File: src/rtl/sp_ram_gen.sv
// Parametrised single-port synchronous RAM with a built-in clear sequencer.
// Optional per-word parity is enabled by defining SP_RAM_PARITY_EN.
module sp_ram_gen #(
  parameter int DATA_W = 4,
  parameter int ADDR_W = 8,
  parameter int READ_MODE = 0,
  parameter int WRITE_MODE = 0,
  parameter logic [DATA_W-1:0] CLEAR_VAL = '0
) (
  input  logic              clk,
  input  logic              reset_n,
  input  logic              ce,
  input  logic              oce,
  input  logic              wre,
  input  logic [ADDR_W-1:0] ad,
  input  logic [DATA_W-1:0] din,
  input  logic              clr_req,
  input  logic              perr_inj,
  output logic [DATA_W-1:0] dout,
  output logic              busy,
  output logic              perr
);

`ifdef SP_RAM_PARITY_EN
  localparam int MEM_W = DATA_W + 1;
`else
  localparam int MEM_W = DATA_W;
`endif
  localparam int DEPTH = 1 << ADDR_W;

  typedef enum logic {ST_CLEAR, ST_RUN} state_t;

  state_t            state_q;
  logic [ADDR_W:0]   cnt_q;
  logic [ADDR_W:0]   cnt_d;
  logic              busy_q;
  logic [MEM_W-1:0]  mem_q [DEPTH];
  logic [MEM_W-1:0]  run_word;
  logic [MEM_W-1:0]  clr_word;
  logic [MEM_W-1:0]  rd_word;
  logic [MEM_W-1:0]  s1_word_d;
  logic              s1_load_d;
  logic              s1_perr_d;
  logic [DATA_W-1:0] s1_data_q;
  logic              s1_perr_q;
  logic              mem_we;
  logic [ADDR_W-1:0] mem_ad;
  logic [MEM_W-1:0]  mem_wd;
  logic              unused_oce;

  assign unused_oce = oce;

`ifdef SP_RAM_PARITY_EN
  assign run_word = {(^din) ^ perr_inj, din};
  assign clr_word = {^CLEAR_VAL, CLEAR_VAL};
`else
  logic unused_perr_inj;
  assign unused_perr_inj = perr_inj;
  assign run_word = din;
  assign clr_word = CLEAR_VAL;
`endif

  assign cnt_d = cnt_q + 1'b1;
  assign busy  = busy_q;

  // Clear sequencer; the counter MSB flags that the last address was written.
  always_ff @(posedge clk or negedge reset_n) begin
    if (!reset_n) begin
      state_q <= ST_CLEAR;
      cnt_q   <= '0;
      busy_q  <= 1'b1;
    end else begin
      case (state_q)
        ST_CLEAR: begin
          if (clr_req) begin
            cnt_q <= '0;
          end else begin
            cnt_q <= cnt_d;
            if (cnt_d[ADDR_W]) begin
              state_q <= ST_RUN;
              busy_q  <= 1'b0;
            end
          end
        end
        default: begin
          if (clr_req) begin
            state_q <= ST_CLEAR;
            cnt_q   <= '0;
            busy_q  <= 1'b1;
          end
        end
      endcase
    end
  end

  assign mem_we = busy_q ? 1'b1 : (ce & wre);
  assign mem_ad = busy_q ? cnt_q[ADDR_W-1:0] : ad;
  assign mem_wd = busy_q ? clr_word : run_word;

  always_ff @(posedge clk) begin
    if (mem_we) mem_q[mem_ad] <= mem_wd;
  end

  assign rd_word = mem_q[ad];

  // Reads and the WRITE_MODE dout effect share the same first output stage.
  always_comb begin
    s1_load_d = 1'b0;
    s1_word_d = rd_word;
    if (!busy_q && ce) begin
      if (!wre) begin
        s1_load_d = 1'b1;
      end else if (WRITE_MODE == 1) begin
        s1_load_d = 1'b1;
        s1_word_d = run_word;
      end else if (WRITE_MODE == 2) begin
        s1_load_d = 1'b1;
      end
    end
  end

`ifdef SP_RAM_PARITY_EN
  assign s1_perr_d = ^s1_word_d;
`else
  assign s1_perr_d = 1'b0;
`endif

  // Stage 1: registered array read
  always_ff @(posedge clk or negedge reset_n) begin
    if (!reset_n) begin
      s1_data_q <= '0;
      s1_perr_q <= 1'b0;
    end else if (s1_load_d) begin
      s1_data_q <= s1_word_d[DATA_W-1:0];
      s1_perr_q <= s1_perr_d;
    end
  end

  generate
    if (READ_MODE == 1) begin : g_pipe
      logic [DATA_W-1:0] out_data_q;
      logic              out_perr_q;
      // Stage 2: output register, frozen while the clear sequencer runs
      always_ff @(posedge clk or negedge reset_n) begin
        if (!reset_n) begin
          out_data_q <= '0;
          out_perr_q <= 1'b0;
        end else if (oce && !busy_q) begin
          out_data_q <= s1_data_q;
          out_perr_q <= s1_perr_q;
        end
      end
      assign dout = out_data_q;
      assign perr = out_perr_q;
    end else begin : g_byp
      assign dout = s1_data_q;
      assign perr = s1_perr_q;
    end
  endgenerate

endmodule

File: config.mk
export PLATFORM = sky130hd
export DESIGN_NAME = sp_ram_gen
export DESIGN_NICKNAME = d
export VERILOG_FILES = /design/src/rtl/sp_ram_gen.sv
export SDC_FILE = /design/constraint.sdc
export NUM_CORES = 1
export LEC_CHECK = 0
export BUFFER_PORTS_ARGS = -buffer_cell sky130_fd_sc_hd__buf_2
export CORE_MARGIN = 2
export CORE_UTILIZATION = 63
export CTS_CLUSTER_DIAMETER = 150
export DETAILED_ROUTE_END_ITERATION = 10
export MAX_ROUTING_LAYER = met4
export PLACE_DENSITY = 0.79
export SETUP_SLACK_MARGIN = 0.2
export SLEW_MARGIN = 20
export SYNTH_ARGS = -nofsm -noshare
export SYNTH_HDL_FRONTEND = slang
export SYNTH_SLANG_ARGS = --single-unit
export TNS_END_PERCENT = 1
File: constraint.sdc
create_clock -name clk -period 10.5 [get_ports clk]
set_input_delay 2.1 -clock clk [delete_from_list [all_inputs] [get_ports clk]]
set_output_delay 2.1 -clock clk [all_outputs]
set_load 0.01 [all_outputs]
Yosys cells after proc, flatten, opt, wreduce, memory -nomap -nowiden
Memory sizes are Yosys's and may differ from the RTL's. A register that Yosys moved wholly into a read port is not among the register bits. Cells that the tools add are included.

Register bits after elaboration: 11. RAM bits: 1024. Input bits: 19. Logic and storage cells: 31. Memories kept: 1.

Add/subtract/negate cells: 1. Equal/unequal tests: 2. Multiplexer cells: 18. Bitwise logic cells: 1. Reductions and logical operators: 5.

Memory list: mem_q (depth 256, bits a word 4, rd ports 1, clocked after Yosys merged registers in 1, wr ports 1, line 37) `logic [MEM_W-1:0] mem_q [DEPTH];`.

Operators by type and width (number): 9-bit 2-to-1 mux (3); 1-bit 2-to-1 mux (13); 9-bit by 1-bit adder with 9-bit output (second input constant) (1); 8-bit 2-to-1 mux (1); 4-bit 2-to-1 mux (1); 3-bit AND reduction (1); 1-bit zero test (2); 2-bit by 1-bit != test with 1-bit output (second input constant) (1); 2-bit != test (second input constant) (1); 2-bit nonzero test (1); 1-bit bitwise AND (1); 1-bit logical AND (1).

Logic depth before layout (Yosys ltp)
Word-level depth: 4. Depth in mapped cells: 12. Gate-level depth less buffers: 7.

Worst setup path after synthesis
OpenSTA, ideal clock, no wires.

Kind: input -> register. Start: input din[0]. End: memory mem_q[0][0] (netlist name) (data pin). Arrival: 8.245 ns. Required time: 9.054 ns. Setup slack: 0.809 ns. Cell stages on the path: 1. Cells stage by stage: nor2b_1.

Cells in the longest elaborated chain, start to end: 1.

Ends and longest elaborated chain: from (decl) (line 16) `input logic [DATA_W-1:0] din,`; 4-bit 2-to-1 mux (line 98) `assign mem_wd = busy_q ? clr_word : run_word;`; to (decl) (line 37).

Every way passes these cells.

Worst setup path in the final report
Start: input ad[2]. End: memory mem_q[143][0] (netlist name), enable pin.

Cells in the longest elaborated chain, start to end: 1.

Ends and longest elaborated chain: from (decl) (line 15) `input logic [ADDR_W-1:0] ad,`; 8-bit 2-to-1 mux (line 97) `assign mem_ad = busy_q ? cnt_q[ADDR_W-1:0] : ad;`.

Every way passes these cells.

==> summary.txt <==
Detailed routing
  • # DRC: 0
  • Pre-Repair DR Iteration Count: 6
  • Drt via density: 6.890
  • DRT iter0 DRCs: 3455
  • Final ANT Viol Nets: 0
  • Routed WL: 99140 µm
  • Routed length per instance: 31.00 µm
  • Detailed-route via count: 22030

CTS
  • Post-CTS Setup Bufs: 0
  • Post-CTS sizing: 0
  • Clk_lat worst skew: 0.66 ns
  • TritonCTS clock tree: yes
  • # hold bufs at CTS: 0
  • CTS Sinks: 1039
  • Htree depth: 3
  • Clk buf depth: 3
  • Cts bufs inserted: 96
  • CTS Root Cell: clkbuf_16
  • Worst-path clk slew: 0.06 ns

Floorplan
  • Die area: 68090 µm²
  • Rows: 94
  • Chip Width: 260.9 µm
  • Initial Util: 63.49%
  • Die extent in y: 260.9 µm
  • Core ar.: 65510 µm²
  • Top-Level Pins: 25

Synthesis
  • Post-synth cell types: 62
  • Synth area leaders: edfxtp_1, mux4_2, mux2i_1
  • Seq/Total Area, Yosys: 74.84%
  • Fraction of registers with async set or reset after synthesis: 1.444%
  • Post-synth EDFFs: 1024
  • Main synth FF type: edfxtp_1
  • Mapped Area: 41590 µm²
  • Syn_area_per_cell: 18.63 µm²
  • Synthesized flop and latch total: 1039
  • Syn. warnings: 0
  • Gate Count Post-Synth: 2233
  • Post-synth top area share: 73.93%
  • Net count after synthesis: 2253
  • Yosys top cell by area: edfxtp_1

Global routing
  • Initial antenna violation count: 3
  • First-pass GRT wire length: 144000 µm
  • Vias in the first global route: 22210
  • GRT Total Usage: 30.48%
  • Largest net degree at the start of global routing: 257
  • Global route total overflow: 0

Worst setup path
  • Critical R2R Capture: mem_q[143][0]
  • CP endpoint kind: register
  • Critical Path Source Type: primary input
  • FF-to-FF path depth: 4
  • Kind of critical path: primary input to register
  • CP Data Arrival Time: 6.36 ns
  • Worst path required time: 10.80 ns
  • Worst R2R Start: busy
  • Max FO, Critical Path: 34
  • R2R Setup Slk: 6.73 ns

Cells and area
  • P&R area growth vs syn: 9.458%
  • Fraction of layout cells with a size suffix above 1: 17.93%
  • Post-Route Utilization: 69.49%
  • # nets final: 2275
  • Final Non-Filler Cells: 3198
  • Most frequent cells in the layout: edfxtp_1, nor2_1, mux4_2
  • Fillers: 3797
  • Most common cell after layout, fill and taps aside: edfxtp_1

Timing
  • Final TNS setup: 0 ns
  • Period utilization: 57.69%
  • Slew Limit Fails: 0
  • Relative slew slack: 21.04%
  • Worst Skew: 0.02910 ns
  • Final setup violating endpoints: 0
  • RSZ-0062 raised after global routing: false
  • Hold Fails Final Rpt: 0
  • Max Freq: 0.1651 GHz
  • Worst-margin pin slew: 1.181 ns
  • Fin crit period: 6.057 ns

Min path
  • Hold endpoint: cnt_q[8]
  • Hold-critical path depth: 1
  • Hold Path Origin: cnt_q[8]
  • Hold WC Path Type: register to register

Pwr
  • Leak pwr: 14.40 nW
  • Cell area power density: 188.8 nW/µm²
  • Peak VDD IR: 126.5 µV
  • Total power: 8.595 mW

Flow run
  • MaxCap Viol Count: 0

Placed design
  • Post-Place Cells: 3018
  • Post-DP HPWL: 58610 µm
  • IO buf count: 21
  • Final Wtd Congestion: 0.9366

Run status
  • Run status: finished, final reports clean
-- kinds of logic after synthesis --
| family | share of synthesized area (%) |
|---|---|
| other cells | 0.009016 |
| xor+xnor | 0.1474 |
| flops | 74.84 |
| simple gates | 4.843 |
| compound gates | 3.968 |
| fa+ha+maj | 0.03008 |
| mux | 13.98 |
| buf+inv | 2.184 |
-- report_power, final --
group	total [mW]	switching (mW)	internal (mW)
Combinational	0.519	0.370	0.149
Sequential	4.65	0.0190	4.63
Clock	3.42	1.48	1.94
-- sequential cells by signal (all words and copies together), names as in the netlist --
| name | flops |
|---|---|
| state_q | 1 |
| cnt_q | 9 |
| mem_q | 1024 |
| busy | 1 |
| dout | 4 |
-- layer usage --
layer  global-route usage (%)  share of wire [%]
met5                        -                  0
met3                    7.220                 12
met4                    13.13                4.4
met2                    46.05                 47
met1                    40.33                 36
-- area by class of cell --
type | instances | area, µm² | share of cell area (%)
Sequential cell | 1039 | 31130 | 68.37
Clock inverter | 58 | 561.8 | 1.234
Inverter | 5 | 18.77 | 0.04123
Multi-Input combinational cell | 1047 | 9615 | 21.12
Antenna cell | 3 | 7.507 | 0.01649
Timing Repair Buffer | 66 | 584.3 | 1.283
Tap cell | 864 | 1081 | 2.375
Clock buffer | 116 | 2530 | 5.557
-- worst max-delay path, cell delays in order --
cell and delay (ns):
buf_2 0.08, buf_4 0.49, clkinv_1 0.68, buf_4 0.41, o31ai_1 0.75, nand3_1 1.04
nor2_1 0.75
-- metrics by stage --
step                instance area, µm²  hold WS (ns)  worst slack [ns]
floorplan                        41590        0.4848            0.8086
finish                           45520        0.5657             4.443
CTS                              45420        0.5613             4.706
global route                     45520        0.5900             4.359
global placement                 42330        0.5034             4.107
detailed placement               42330        0.5412             4.029
-- synthesized netlist by cell type (14+ instances only) --
library cell / instances
clkbuf_1: 63
nor2_1: 277
nand3_1: 48
edfxtp_1: 1024
o21ai_0: 20
o221ai_1: 20
nand2_1: 84
buf_2: 29
mux2i_1: 135
o22ai_1: 35
a22oi_1: 54
a21oi_1: 29
buf_6: 19
mux4_2: 193
dfrtp_1: 14
-- how the worst max path moves through the flow --
stage	from	to	slack, ns	cells after the start
floorplan	din[0]	mem_q[0][0]	0.81	1
global placement	ad[2]	mem_q[190][0]	4.11	7
global route	ad[2]	mem_q[143][0]	4.36	7
detailed placement	ad[1]	mem_q[190][2]	4.03	6
finish	ad[2]	mem_q[143][0]	4.44	7
CTS	ad[1]	mem_q[190][2]	4.71	6
Power figures use the tool's default switching activity.
